===== src/rtl/disp_pkg.sv =====
// Shared types and constants for the multiplexed 7-segment display scanner.
package disp_pkg;

  localparam logic [3:0] BCD_BLANK = 4'hF;

  typedef enum logic [1:0] {
    IDLE  = 2'd0,
    BLANK = 2'd1,
    SHOW  = 2'd2
  } scan_state_t;

  typedef logic [3:0] bcd_t;

endpackage


===== src/rtl/scan_timer.sv =====
// Slot counter: strobes the last BLANK cycle (blank_done_o) and the last SHOW cycle (slot_done_o).
module scan_timer #(
  parameter int REFRESH_DIV  = 50000,
  parameter int BLANK_CYCLES = 16
) (
  input  logic clk_i,
  input  logic rst_n_i,
  input  logic clear_i,
  input  logic show_i,
  output logic blank_done_o,
  output logic slot_done_o
);

  localparam int CNT_W = $clog2(REFRESH_DIV);

  logic [CNT_W-1:0] cnt_q, cnt_d;

  assign blank_done_o = !show_i && (cnt_q == CNT_W'(BLANK_CYCLES - 1));
  assign slot_done_o  = show_i && (cnt_q == CNT_W'(REFRESH_DIV - BLANK_CYCLES - 1));

  always_comb begin
    cnt_d = clear_i ? '0 : cnt_q + CNT_W'(1);
  end

  always_ff @(posedge clk_i or negedge rst_n_i) begin
    if (!rst_n_i) begin
      cnt_q <= '0;
    end else begin
      cnt_q <= cnt_d;
    end
  end

endmodule


===== src/rtl/display_scan_ctrl.sv =====
// Time-multiplexed scan controller for a common-anode multi-digit 7-segment display.
// Optional build macro LEADING_ZERO_BLANK_EN suppresses a zero in the most significant digit.
module display_scan_ctrl
  import disp_pkg::*;
#(
  parameter int NUM_DIGITS   = 6,
  parameter int REFRESH_DIV  = 50000,
  parameter int BLANK_CYCLES = 16
) (
  input  logic                    clk_i,
  input  logic                    rst_n_i,
  input  logic                    enable_i,
  input  logic [4*NUM_DIGITS-1:0] digits_i,
  input  logic [NUM_DIGITS-1:0]   blink_mask_i,
  input  logic                    blink_phase_i,
  output logic [3:0]              digit_bcd_o,
  output logic [NUM_DIGITS-1:0]   digit_en_n_o,
  output logic                    frame_start_o
);

  localparam int IDX_W = $clog2(NUM_DIGITS);

  scan_state_t             state_q, state_d;
  logic [IDX_W-1:0]        idx_q, idx_d;
  logic [4*NUM_DIGITS-1:0] snap_q, snap_d;
  bcd_t                    bcd_q, bcd_d;
  logic [NUM_DIGITS-1:0]   en_n_q, en_n_d;
  logic                    frame_q, frame_d;
  logic                    blank_done, slot_done, timer_clear;
  bcd_t                    snap_arr [NUM_DIGITS];
  bcd_t                    snap_digit;

  genvar gi;
  generate
    for (gi = 0; gi < NUM_DIGITS; gi++) begin : g_snap
      assign snap_arr[gi] = snap_d[4*gi +: 4];
    end
  endgenerate

  // The counter restarts on every state change and is held at zero while idle.
  assign timer_clear = (state_d != state_q) || (state_q == IDLE);

  scan_timer #(
    .REFRESH_DIV (REFRESH_DIV),
    .BLANK_CYCLES(BLANK_CYCLES)
  ) u_timer (
    .clk_i       (clk_i),
    .rst_n_i     (rst_n_i),
    .clear_i     (timer_clear),
    .show_i      (state_q == SHOW),
    .blank_done_o(blank_done),
    .slot_done_o (slot_done)
  );

  always_comb begin
    state_d = state_q;
    idx_d   = idx_q;
    snap_d  = snap_q;
    frame_d = 1'b0;
    if (!enable_i) begin
      state_d = IDLE;
      idx_d   = '0;
    end else begin
      case (state_q)
        IDLE: begin
          state_d = BLANK;
          idx_d   = '0;
          snap_d  = digits_i;
          frame_d = 1'b1;
        end
        BLANK: begin
          if (blank_done) state_d = SHOW;
        end
        SHOW: begin
          if (slot_done) begin
            state_d = BLANK;
            if (idx_q == IDX_W'(NUM_DIGITS - 1)) begin
              idx_d   = '0;
              snap_d  = digits_i;
              frame_d = 1'b1;
            end else begin
              idx_d = idx_q + IDX_W'(1);
            end
          end
        end
        default: state_d = IDLE;
      endcase
    end
  end

  // Outputs are derived from the next state so they line up with state_q after the edge.
  always_comb begin
    snap_digit = snap_arr[idx_d];
    bcd_d      = BCD_BLANK;
    en_n_d     = '1;
    if (state_d == SHOW) begin
      en_n_d[idx_d] = 1'b0;
      bcd_d = (blink_mask_i[idx_d] && !blink_phase_i) ? BCD_BLANK : snap_digit;
`ifdef LEADING_ZERO_BLANK_EN
      if ((idx_d == IDX_W'(NUM_DIGITS - 1)) && (snap_digit == 4'd0)) begin
        en_n_d = '1;
        bcd_d  = BCD_BLANK;
      end
`endif
    end
  end

  always_ff @(posedge clk_i or negedge rst_n_i) begin
    if (!rst_n_i) begin
      state_q <= IDLE;
      idx_q   <= '0;
      snap_q  <= {NUM_DIGITS{BCD_BLANK}};
      bcd_q   <= BCD_BLANK;
      en_n_q  <= '1;
      frame_q <= 1'b0;
    end else begin
      state_q <= state_d;
      idx_q   <= idx_d;
      snap_q  <= snap_d;
      bcd_q   <= bcd_d;
      en_n_q  <= en_n_d;
      frame_q <= frame_d;
    end
  end

  assign digit_bcd_o   = bcd_q;
  assign digit_en_n_o  = en_n_q;
  assign frame_start_o = frame_q;

endmodule


===== config.mk =====
export PLATFORM = sky130hd
export DESIGN_NAME = display_scan_ctrl
export DESIGN_NICKNAME = d
export VERILOG_FILES = /design/src/rtl/disp_pkg.sv /design/src/rtl/scan_timer.sv /design/src/rtl/display_scan_ctrl.sv
export SDC_FILE = /design/constraint.sdc
export NUM_CORES = 1
export LEC_CHECK = 0
export ABC_AREA = 1
export BUFFER_PORTS_ARGS = -buffer_cell sky130_fd_sc_hd__buf_2
export CORE_UTILIZATION = 59
export CTS_BUF_LIST = sky130_fd_sc_hd__clkbuf_8
export DETAILED_ROUTE_END_ITERATION = 8
export PLACE_DENSITY = 0.88
export SYNTH_ARGS = -nofsm -noshare
export SYNTH_HDL_FRONTEND = slang
export SYNTH_HIERARCHICAL = 1
export SYNTH_SLANG_ARGS = --single-unit

===== constraint.sdc =====
create_clock -name clk_i -period 3.1 [get_ports clk_i]
set_input_delay 0.31 -clock clk_i [delete_from_list [all_inputs] [get_ports clk_i]]
set_output_delay 0.31 -clock clk_i [all_outputs]
set_load 0.005 [all_outputs]

## Word level (Yosys, flattened, before mapping)

Index checks and enable logic that the tools add are counted.

- Add/sub/neg operators: 2
- $lt $le $gt $ge: 3
- Equal/unequal tests: 7
- Multiplexer cells: 27
- Bitwise gates (word level): 2
- Reductions and logical operators: 8

Operators by type and width:

| kind | count |
|---|---|
| two-way mux 24 bit | 3 |
| case mux 24 bit (2 select lines) | 1 |
| adder 16 x 1 -> 16 bit (second input constant) | 1 |
| == test 16 bit (second input constant) | 1 |
| == test 16 x 4 -> 1 bit (second input constant) | 1 |
| two-way mux 16 bit | 1 |
| two-way mux 4 bit | 4 |
| binary-select mux 4 bit (select 3 bit) | 1 |
| two-way mux 3 bit | 3 |
| two-way mux 2 bit | 3 |
| two-way mux 6 bit | 1 |
| inverter 6 bit | 1 |
| case mux 2 bit (3 select lines) | 1 |
| case mux 3 bit (2 select lines) | 1 |
| two-way mux 1 bit | 5 |
| == test 2 bit (second input constant) | 2 |
| >= comparator 4 bit (second input constant) | 1 |
| logical AND 1 bit | 4 |
| less-than comparator 3 x 4 -> 1 bit (second input constant) | 1 |
| inverter 3 -> 4 bit | 1 |
| adder 3 x 1 -> 3 bit (second input constant) | 1 |
| binary-select mux 1 bit (select 3 bit) | 1 |
| demux 1 bit (select 3 bit) | 1 |
| == test 3 bit (second input constant) | 1 |
| other kinds (7) | 8 |

- Register bits after elaboration: 56
- Bits of input ports: 34
- Output and inout bits: 11

## Logic depth before layout (Yosys ltp)

Gate-level depths: netlist (run 1).

- Word-level depth: 11
- Gate-level depth with buffers: 19

## Hierarchy

Netlist (run 1), hierarchy kept.

By module, submodules not included:

| module | instances | cells each | area an instance (µm²) |
|---|---|---|---|
| display_scan_ctrl | 1 | 283 | 2264.7 |
| scan_timer | 1 | 130 | 915.9 |

## Worst setup path before layout (run 1)

No wires, ideal clock.

- Kind: register to register
- Start: register u_timer.cnt_q[0]
- End: register u_timer.cnt_q[10]
- Setup time: 0.077 ns
- Arrival time: 2.340 ns
- Setup slack: 0.682 ns
- Stages on the path, launching flop included: 17
- Buffers on the path: 1
- Cell sequence: dfrtp_1 -> ha_1 -> nand3_1 -> nor2_1 -> nand2_1 -> nor3_1 -> inv_1 -> nand2_1 -> o21ai_0 -> nand2_1 -> inv_1 -> nand2_1 -> o2111ai_1 -> inv_1 -> buf_2 -> o21ai_0 -> a21oi_1

- Cells in the longest elaborated chain, start to end: 8
- Elaborated cells on any way between the ends: 12
- Those cells by class: add/sub (1); eq/ne (3); mux (5); reduce/logical (3)

Ends and longest elaborated chain:

| item | RTL line | text |
|---|---|---|
| start: declaration | scan_timer.sv:16 | `logic [CNT_W-1:0] cnt_q, cnt_d;` |
| start signal: assignment | scan_timer.sv:29 | `cnt_q <= cnt_d;` |
| == test 16 bit | scan_timer.sv:19 | `assign slot_done_o = show_i && (cnt_q == CNT_W'(REFRESH_DIV - BLANK_CYCLES - 1));` |
| logical AND 1 bit | scan_timer.sv:19 |  |
| via slot_done | display_scan_ctrl.sv:29 | `logic blank_done, slot_done, timer_clear;` |
| two-way mux 2 bit | display_scan_ctrl.sv:75 | `if (slot_done) begin` |
| case mux 2 bit (3 select lines) | display_scan_ctrl.sv:64 | `case (state_q)` |
| two-way mux 2 bit | display_scan_ctrl.sv:60 | `if (!enable_i) begin` |
| via state_d[1] | display_scan_ctrl.sv:23 | `scan_state_t state_q, state_d;` |
| inequality test 2 bit | display_scan_ctrl.sv:41 | `assign timer_clear = (state_d != state_q) \|\| (state_q == IDLE);` |
| logical OR 1 bit | display_scan_ctrl.sv:41 |  |
| via timer_clear | display_scan_ctrl.sv:29 |  |
| two-way mux 16 bit | scan_timer.sv:22 | `cnt_d = clear_i ? '0 : cnt_q + CNT_W'(1);` |
| via u_timer.cnt_d[10] | scan_timer.sv:16 |  |

The timed path passes the listed nets, and every way through them passes these cells.

## Final worst setup path (run 1)

- Start: register u_timer.cnt_q[0]
- End: register u_timer.cnt_q[5]

Same word-level chain as after synthesis.

==> results of run 1 <==
[worst paths after layout]
kind / slack (ps) / cells past startpoint / from / endpoint
max: 320 / 15 / u_timer/cnt_q[0]$_DFF_PN0_ / u_timer/cnt_q[5]$_DFF_PN0_
min: 190 / 3 / digits_i[21] / snap_q[21]$_DFF_PN1_
max reg2reg: 320 / 15 / u_timer/cnt_q[0]$_DFF_PN0_ / u_timer/cnt_q[5]$_DFF_PN0_
min reg2reg: 490 / 2 / snap_q[21]$_DFF_PN1_ / snap_q[21]$_DFF_PN1_
max in group asynchronous: 1990 / 3 / rst_n_i / digit_en_n_o[2]$_DFF_PN1_
min in group asynchronous: 410 / 2 / rst_n_i / frame_start_o$_DFF_PN0_
[synth_stat cells (all sizes together)]
library cell / n
o21ai: 15
xor2: 1
nor3: 4
o21a: 1
clkinv: 1
nand2: 147
a21oi: 11
o2111ai: 1
nor2: 55
buf: 8
nand4: 4
ha: 1
nand3b: 5
dfrtp: 22
o21bai: 3
nand3: 29
o211ai: 1
dfstp: 34
inv: 70
[logic make-up (layout without fill, tap and decap cells)]
kind of cell             after synthesis  count (layout)
AND/OR/NAND/NOR                      244             244
buffers and inverters                 79             128
flip-flops                            56              56
AO/OA/AOI/OAI                         32              32
adder cells (fa/ha/maj)                1               1
XOR/XNOR                               1               1
[power by group through the flow]
stage / Combinational, uW / Sequential (uW) / Clock, uW
final: 170 / 816 / 426
after global placement: 160 / 827 / 0
after CTS: 169 / 816 / 433
after detailed placement: 166 / 828 / 0
after floorplan: 114 / 825 / 0
after global routing: 197 / 822 / 450
[sequential cells by signal, summed over array words and instances (netlist names)]
name           count
u_timer/cnt_q     16
state_q            2
idx_q              3
digit_en_n_o       6
snap_q            24
frame_start_o      1
digit_bcd_o        4
[repair_timing]
item,in CTS,in global routing
setup endpoints to repair,0,12
buffers inserted,0,2
endpoints found under the hold margin,1,0
gates resized for setup,0,2
hold buffers,1,0
[area by class of cell]
| type | instances | area share [%] |
|---|---|---|
| Clock inverter | 3 | 0.7384 |
| Sequential cell | 56 | 40.58 |
| Timing Repair Buffer | 49 | 7.314 |
| Inverter | 71 | 7.489 |
| Clock buffer | 5 | 1.934 |
| Tap cell | 70 | 2.461 |
| Multi-Input combinational cell | 278 | 39.49 |
[per-layer routing]
| layer | vias to the layer above | track usage [%] |
|---|---|---|
| li1 | 1351 | - |
| met5 | - | 0 |
| met4 | 0 | 11.93 |
| met2 | 102 | 40.77 |
| met3 | 17 | 4.233 |
| met1 | 1236 | 31.76 |
[metrics by stage]
stage / total power (uW) / util [%] / hold slack, ps
2_1_floorplan: 939.2 / - / 14.41
3_3_place_gp: 986.5 / 66.80 / 224.5
3_5_place_dp: 994.2 / 66.80 / 230.1
4_1_cts: 1417 / 68.84 / 196.2
5_1_grt: 1468 / 69.23 / 213.4
6_report: 1412 / 69.23 / 194.1
[critical path, stage by stage, from the launching register on]
cell and delay (ps):
dfrtp_1 410, ha_1 230, nand3_1 110, nor2_1 160, nand2_1 80, nor3_2 290
inv_1 90, nand2_1 110, o21ai_0 100, nand2_1 170, inv_1 100, nand2_1 80
o2111ai_1 240, inv_2 230, o21ai_0 140, a21oi_1 150
==> flow_metrics.tcl, run 1 <==
set metrics [dict create \
    stdcell_area_um2 3558 \
    core_area_um2 5140 \
    netlist_instances 413 \
    finalHoldViolations 0 \
    rows 26 \
    power.density_nw_per_um2 396.9 \
    hp-class "input pin to register" \
    worstPathMaxFanout 10 \
    synth_top_area_share_pct 28.09 \
    clock_skew_ps 15.13 \
    ir_drop_v 0.0002133 \
    grt_pass1_vias 2494 \
    regArea_um2 1444 \
    fp.dieArea_um2 5688 \
    grt_start_max_net_pins 33 \
    cts_tree "built" \
    syn_area_um2 3181 \
    finalSetupTns_ps 0 \
    cts_sinks 56 \
    setup_violations 0 \
    min_period_ps 2780 \
    p_sw_uw 380.4 \
    numCtsBuffers 5 \
    worst_pin_slew_ps 442.5 \
    ys_top_cells_by_area "dfstp_2, dfrtp_1, nand2_1" \
    antenna_found_initial 0 \
    p_leak_uw 0.001809 \
    clk_latency_ps 320 \
    cp-start-kind "register" \
    combPwrFrac_pct 12.1 \
    placedCellCount 521 \
    fmax_mhz 359.7 \
    drive_gt1_share_pct 30.95 \
    ios 45 \
    final_cell_count_no_fill 532 \
    cp.arrival_ps 3020 \
    synth_compound_area_share_pct 6.255 \
    die_w_um 75.42 \
    place.gp.congestion 0.8507 \
    avgSynthCellArea_um2 7.701 \
    synthMuxAreaShare_pct 0 \
    wl_mm 6.464 \
    yosys.area.top_type "dfstp_2" \
    syn_to_final_growth_pct 11.88 \
    avgRoutedWirePerCell_um 12.15 \
    maxSlewViolCount 0 \
    wl_met2_mm 3.071 \
    status "finished, final reports clean" \
    slew_headroom_pct 70.47 \
    grt_use_total_pct 24.72 \
    cp.required_ps 3340 \
    vias_per_cell 5.086 \
    yosysWarnings 6 \
    ant_nets 0 \
    final_cell_mix "nand2_1, inv_1, nor2_1, buf_2, dfstp_2" \
    drc 0 \
    final_common_cell "nand2_1" \
    seqPwrFrac_pct 57.8 \
    synth_top_family_by_area "simple AND/OR/NAND/NOR gates" \
    drt-pass1-iter-count 6 \
    synth_fa_ha_area_share_pct 0.3934 \
    dpl.hpwl_mm 4.748 \
    gr-total-overflow 0 \
    numPortBuffers 44 \
    clock_power_share_pct 30.1 \
    nNetsFinal 496 \
    maxCapViolCount 0 \
    grt_pass1_wl_mm 10.52 \
    cts.path.max_buffers 2 \
    htree_levels 2 \
    fp.dieH_um 75.42 \
    fillCellCount 428 \
    critPathCaptureType "register" \
    top_layer_used "met4" \
    critical_path_class "register to register" \
    first_iter_violations 174 \
    power.internal_uw 1032 \
    dp_slack_ps 133.1 \
    start_util_pct 61.88 \
    vias 2706 \
    swShare_pct 26.93 \
    multiInputGateArea_um2 1405 \
    syn_nets 448 \
    place_area_um2 3433 \
    ys_types 32 \
    period_share_pct 89.67 \
    m1WireLength_mm 2.855 \
    synth-xor-area-share_pct 0.2754 \
    wl_met3_um 390 \
    n_antenna_cell 0 \
    fin_ws_ps 320.3 \
    yosys.area_share.simple_pct 37.10 \
    cts_root_buf "clkbuf_8" \
    path_clk_slew_ps 110 \
    ys_seq_elements 56 \
    ys_seq_area_share_pct 45.40 \
]
(Power assumes the default switching activity.)
==> inputs of run 2 (changes only) <==
--- a/config.mk
+++ b/config.mk
@@ -5,12 +5,11 @@
 export SDC_FILE = /design/constraint.sdc
 export NUM_CORES = 1
 export LEC_CHECK = 0
-export ABC_AREA = 1
 export BUFFER_PORTS_ARGS = -buffer_cell sky130_fd_sc_hd__buf_2
 export CORE_UTILIZATION = 59
 export CTS_BUF_LIST = sky130_fd_sc_hd__clkbuf_8
 export DETAILED_ROUTE_END_ITERATION = 8
-export PLACE_DENSITY = 0.88
+export PLACE_DENSITY = 0.93
 export SYNTH_ARGS = -nofsm -noshare
 export SYNTH_HDL_FRONTEND = slang
 export SYNTH_HIERARCHICAL = 1
==> run 2 against run 1 <==
  * Routed wire length shrank 6.7%
  * Utilization is 4.9 points higher
  * Non-clock buffer count rose by 14
  * Flip-flop and latch count is the same
  * Critical endpoint is now digit_bcd_o[2]$_DFF_PN1_
  * Cell count fell by 32%
  * Synthesized cell count decreased by 39%
  * Total power shrank 1.5%
==> flow_metrics.tcl, run 2 <==
set metrics [dict create \
    worst_pin_slew_ps 854.5 \
    ys_types 56 \
    cts.path.max_buffers 2 \
    cp_cell_sequence "nor4_1, nand2_1, nor4_2, buf_4, and3b_1, o31ai_4, buf_4, mux2i_1, a221oi_2, a21oi_2, o311ai_1" \
    yosysWarnings 6 \
    drive_gt1_share_pct 49.20 \
    yosysMostFrequentCell "dfstp_2" \
    dpl.hpwl_mm 4.242 \
    netlist_instances 250 \
    vias_per_cell 6.044 \
    ys_seq_area_share_pct 50.39 \
    numPortBuffers 44 \
    slowest_delay_ps 460 \
    slowest_stage "dfrtp_1" \
    cp.arrival_ps 3200 \
    first_iter_violations 135 \
    regMostFlops "snap_q" \
    drt-pass1-iter-count 4 \
    grt_start_max_net_pins 42 \
    nNetsFinal 345 \
    synth_top_area_share_pct 31.18 \
    ys_seq_elements 56 \
    start_util_pct 63.61 \
    setup_violations 0 \
    final_cell_mix "buf_2, dfstp_2, mux2_2" \
    status "finished, final reports clean" \
    gr-total-overflow 0 \
    avgSynthCellArea_um2 11.46 \
    worstPathMaxFanout 7 \
    wl_mm 6.032 \
    maxSlewViolCount 0 \
    place_area_um2 3207 \
    cp.required_ps 3330 \
    swShare_pct 23.93 \
    cp-start-kind "register" \
    fp.dieH_um 71.69 \
    path_clk_slew_ps 100 \
    hold_slack_ps 97.21 \
    yosys.area.top_type "dfstp_2" \
    crit_top_cell "buf_4" \
    critPathCaptureType "register" \
    clock_power_share_pct 28.3 \
    drc 0 \
    ir_drop_v 0.0002612 \
    clk_latency_ps 310 \
    vias 2194 \
    hp-class "input pin to asynchronous set/reset pin" \
    power.density_nw_per_um2 416.4 \
    syn_area_um2 2865 \
    min_period_ps 2967 \
    die_w_um 71.69 \
    fillCellCount 297 \
    synth_common_cells "dfstp_2, mux2_2, dfrtp_1" \
    cts_sinks 56 \
    synth_ff_type "dfstp_2" \
    avgRoutedWirePerCell_um 16.62 \
    critical_path_class "register to register" \
    ios 45 \
    ctsHoldBuffers 0 \
    clock_skew_ps 6.953 \
    grt_pass1_vias 2126 \
    finalHoldViolations 0 \
    period_share_pct 95.71 \
    p_sw_uw 332.9 \
    cts_tree "built" \
    final_common_cell "buf_2" \
    numCtsBuffers 5 \
    combPwrFrac_pct 12.1 \
    syn_nets 285 \
    core_area_um2 4504 \
    fp.dieArea_um2 5139 \
    place.gp.congestion 0.8625 \
    synthArstFlopShare_pct 100.0 \
    stdcell_area_um2 3339 \
    fmax_mhz 337.0 \
    synth_edf_count 0 \
    syn_to_final_growth_pct 16.55 \
    grt_pass1_wl_mm 9.970 \
    p_leak_uw 0.001420 \
    grt_use_total_pct 25.42 \
    antenna_found_initial 0 \
    largest_reg_flops 24 \
    n_antenna_cell 0 \
    seqPwrFrac_pct 59.6 \
    ys_top_cells_by_area "dfstp_2, dfrtp_1, mux2_2" \
    slew_headroom_pct 43.03 \
    cts_root_buf "clkbuf_8" \
    rows 24 \
    maxCapViolCount 0 \
    ant_nets 0 \
    power.internal_uw 1058 \
    htree_levels 2 \
]
==> run 2: cell count changes after synthesis, sizes merged, moves of 8 or more <==
cell,change
nand2,-131
inv,-64
mux2,+36
nor2,-36
nand3,-20
nor2b,+11
o21ai,-8
==> run 2: critical path, delay by kind of cell (launching register included) <==
family,cells,cell delay [ps]
and+or+nand+nor,4,1000
buffers and inverters,2,410
AOI/OAI and AO/OA,4,730
muxes,1,270
DFF,1,460
==> run 2: power groups by stage <==
stage                     logic [uW]  clock network, uW  registers [uW]
after detailed placement         163                  0             840
after floorplan                  105                  0             833
after CTS                        164                398             828
after global placement           156                  0             835
final                            169                394             828
after global routing             187                424             833
==> run 2: layout make-up <==
cell class	count	area [um2]	area share (%)
timing repair buffer	63	375.4	11.24
tap	52	65.06	1.948
inverter	6	22.52	0.6744
clock buffer	5	68.82	2.061
clock inverter	3	18.77	0.5620
sequential	56	1444	43.24
multi-input combinational	178	1345	40.28
==> run 2: kinds of logic (layout without fill, tap and decap cells) <==
kind of cell / Yosys count / after routing / synth area share [%]
buf+inv: 16 / 77 / 3.231
xor+xnor: 3 / 3 / 0.9172
mux: 42 / 42 / 16.38
flops: 56 / 56 / 50.39
simple gates: 93 / 93 / 18.34
fa+ha+maj: 1 / 1 / 0.4366
compound gates: 39 / 39 / 10.31
==> run 2: per-stage QoR <==
step,total power [uW],worst slack (ps),utilization [%],setup TNS (ps),cells
4_1_cts,1390,5.754,73.14,0,360
2_1_floorplan,938.0,47.55,-,0,250
3_3_place_gp,991.6,183.6,71.19,0,352
3_5_place_dp,1003,13.29,71.19,0,352
6_report,1391,133.1,74.14,0,363
5_1_grt,1444,-12.95,74.14,-24.30,363
==> run 2: metal layers <==
metal	vias up	share of wire, %	wire [um]	global-route usage, %
li1	1026	-	-	-
met1	1059	42	2543	34.37
met2	96	50	2994	40.99
met3	13	6.2	372	5.485
met4	0	2.0	121	8.715
met5	-	0	0	0
==> run 2: path summary, 6_finish.rpt <==
path                                       startpoint                          end  slack, ps  depth (start not counted)
min reg2reg                       snap_q[7]$_DFF_PN1_          snap_q[7]$_DFF_PN1_        510                          2
max reg2reg                u_timer/cnt_q[7]$_DFF_PN0_     digit_bcd_o[2]$_DFF_PN1_        130                         11
min in group clk_i                        digits_i[7]          snap_q[7]$_DFF_PN1_        170                          3
min                                           rst_n_i  u_timer/cnt_q[13]$_DFF_PN0_        100                          1
max in group asynchronous                     rst_n_i          snap_q[0]$_DFF_PN1_       2200                          2
max                        u_timer/cnt_q[7]$_DFF_PN0_     digit_bcd_o[2]$_DFF_PN1_        130                         11
==> run 2: repair_timing <==
action                     CTS  global route
gates resized for setup      0             2
buffers inserted             0             3
setup endpoints to repair    0             4
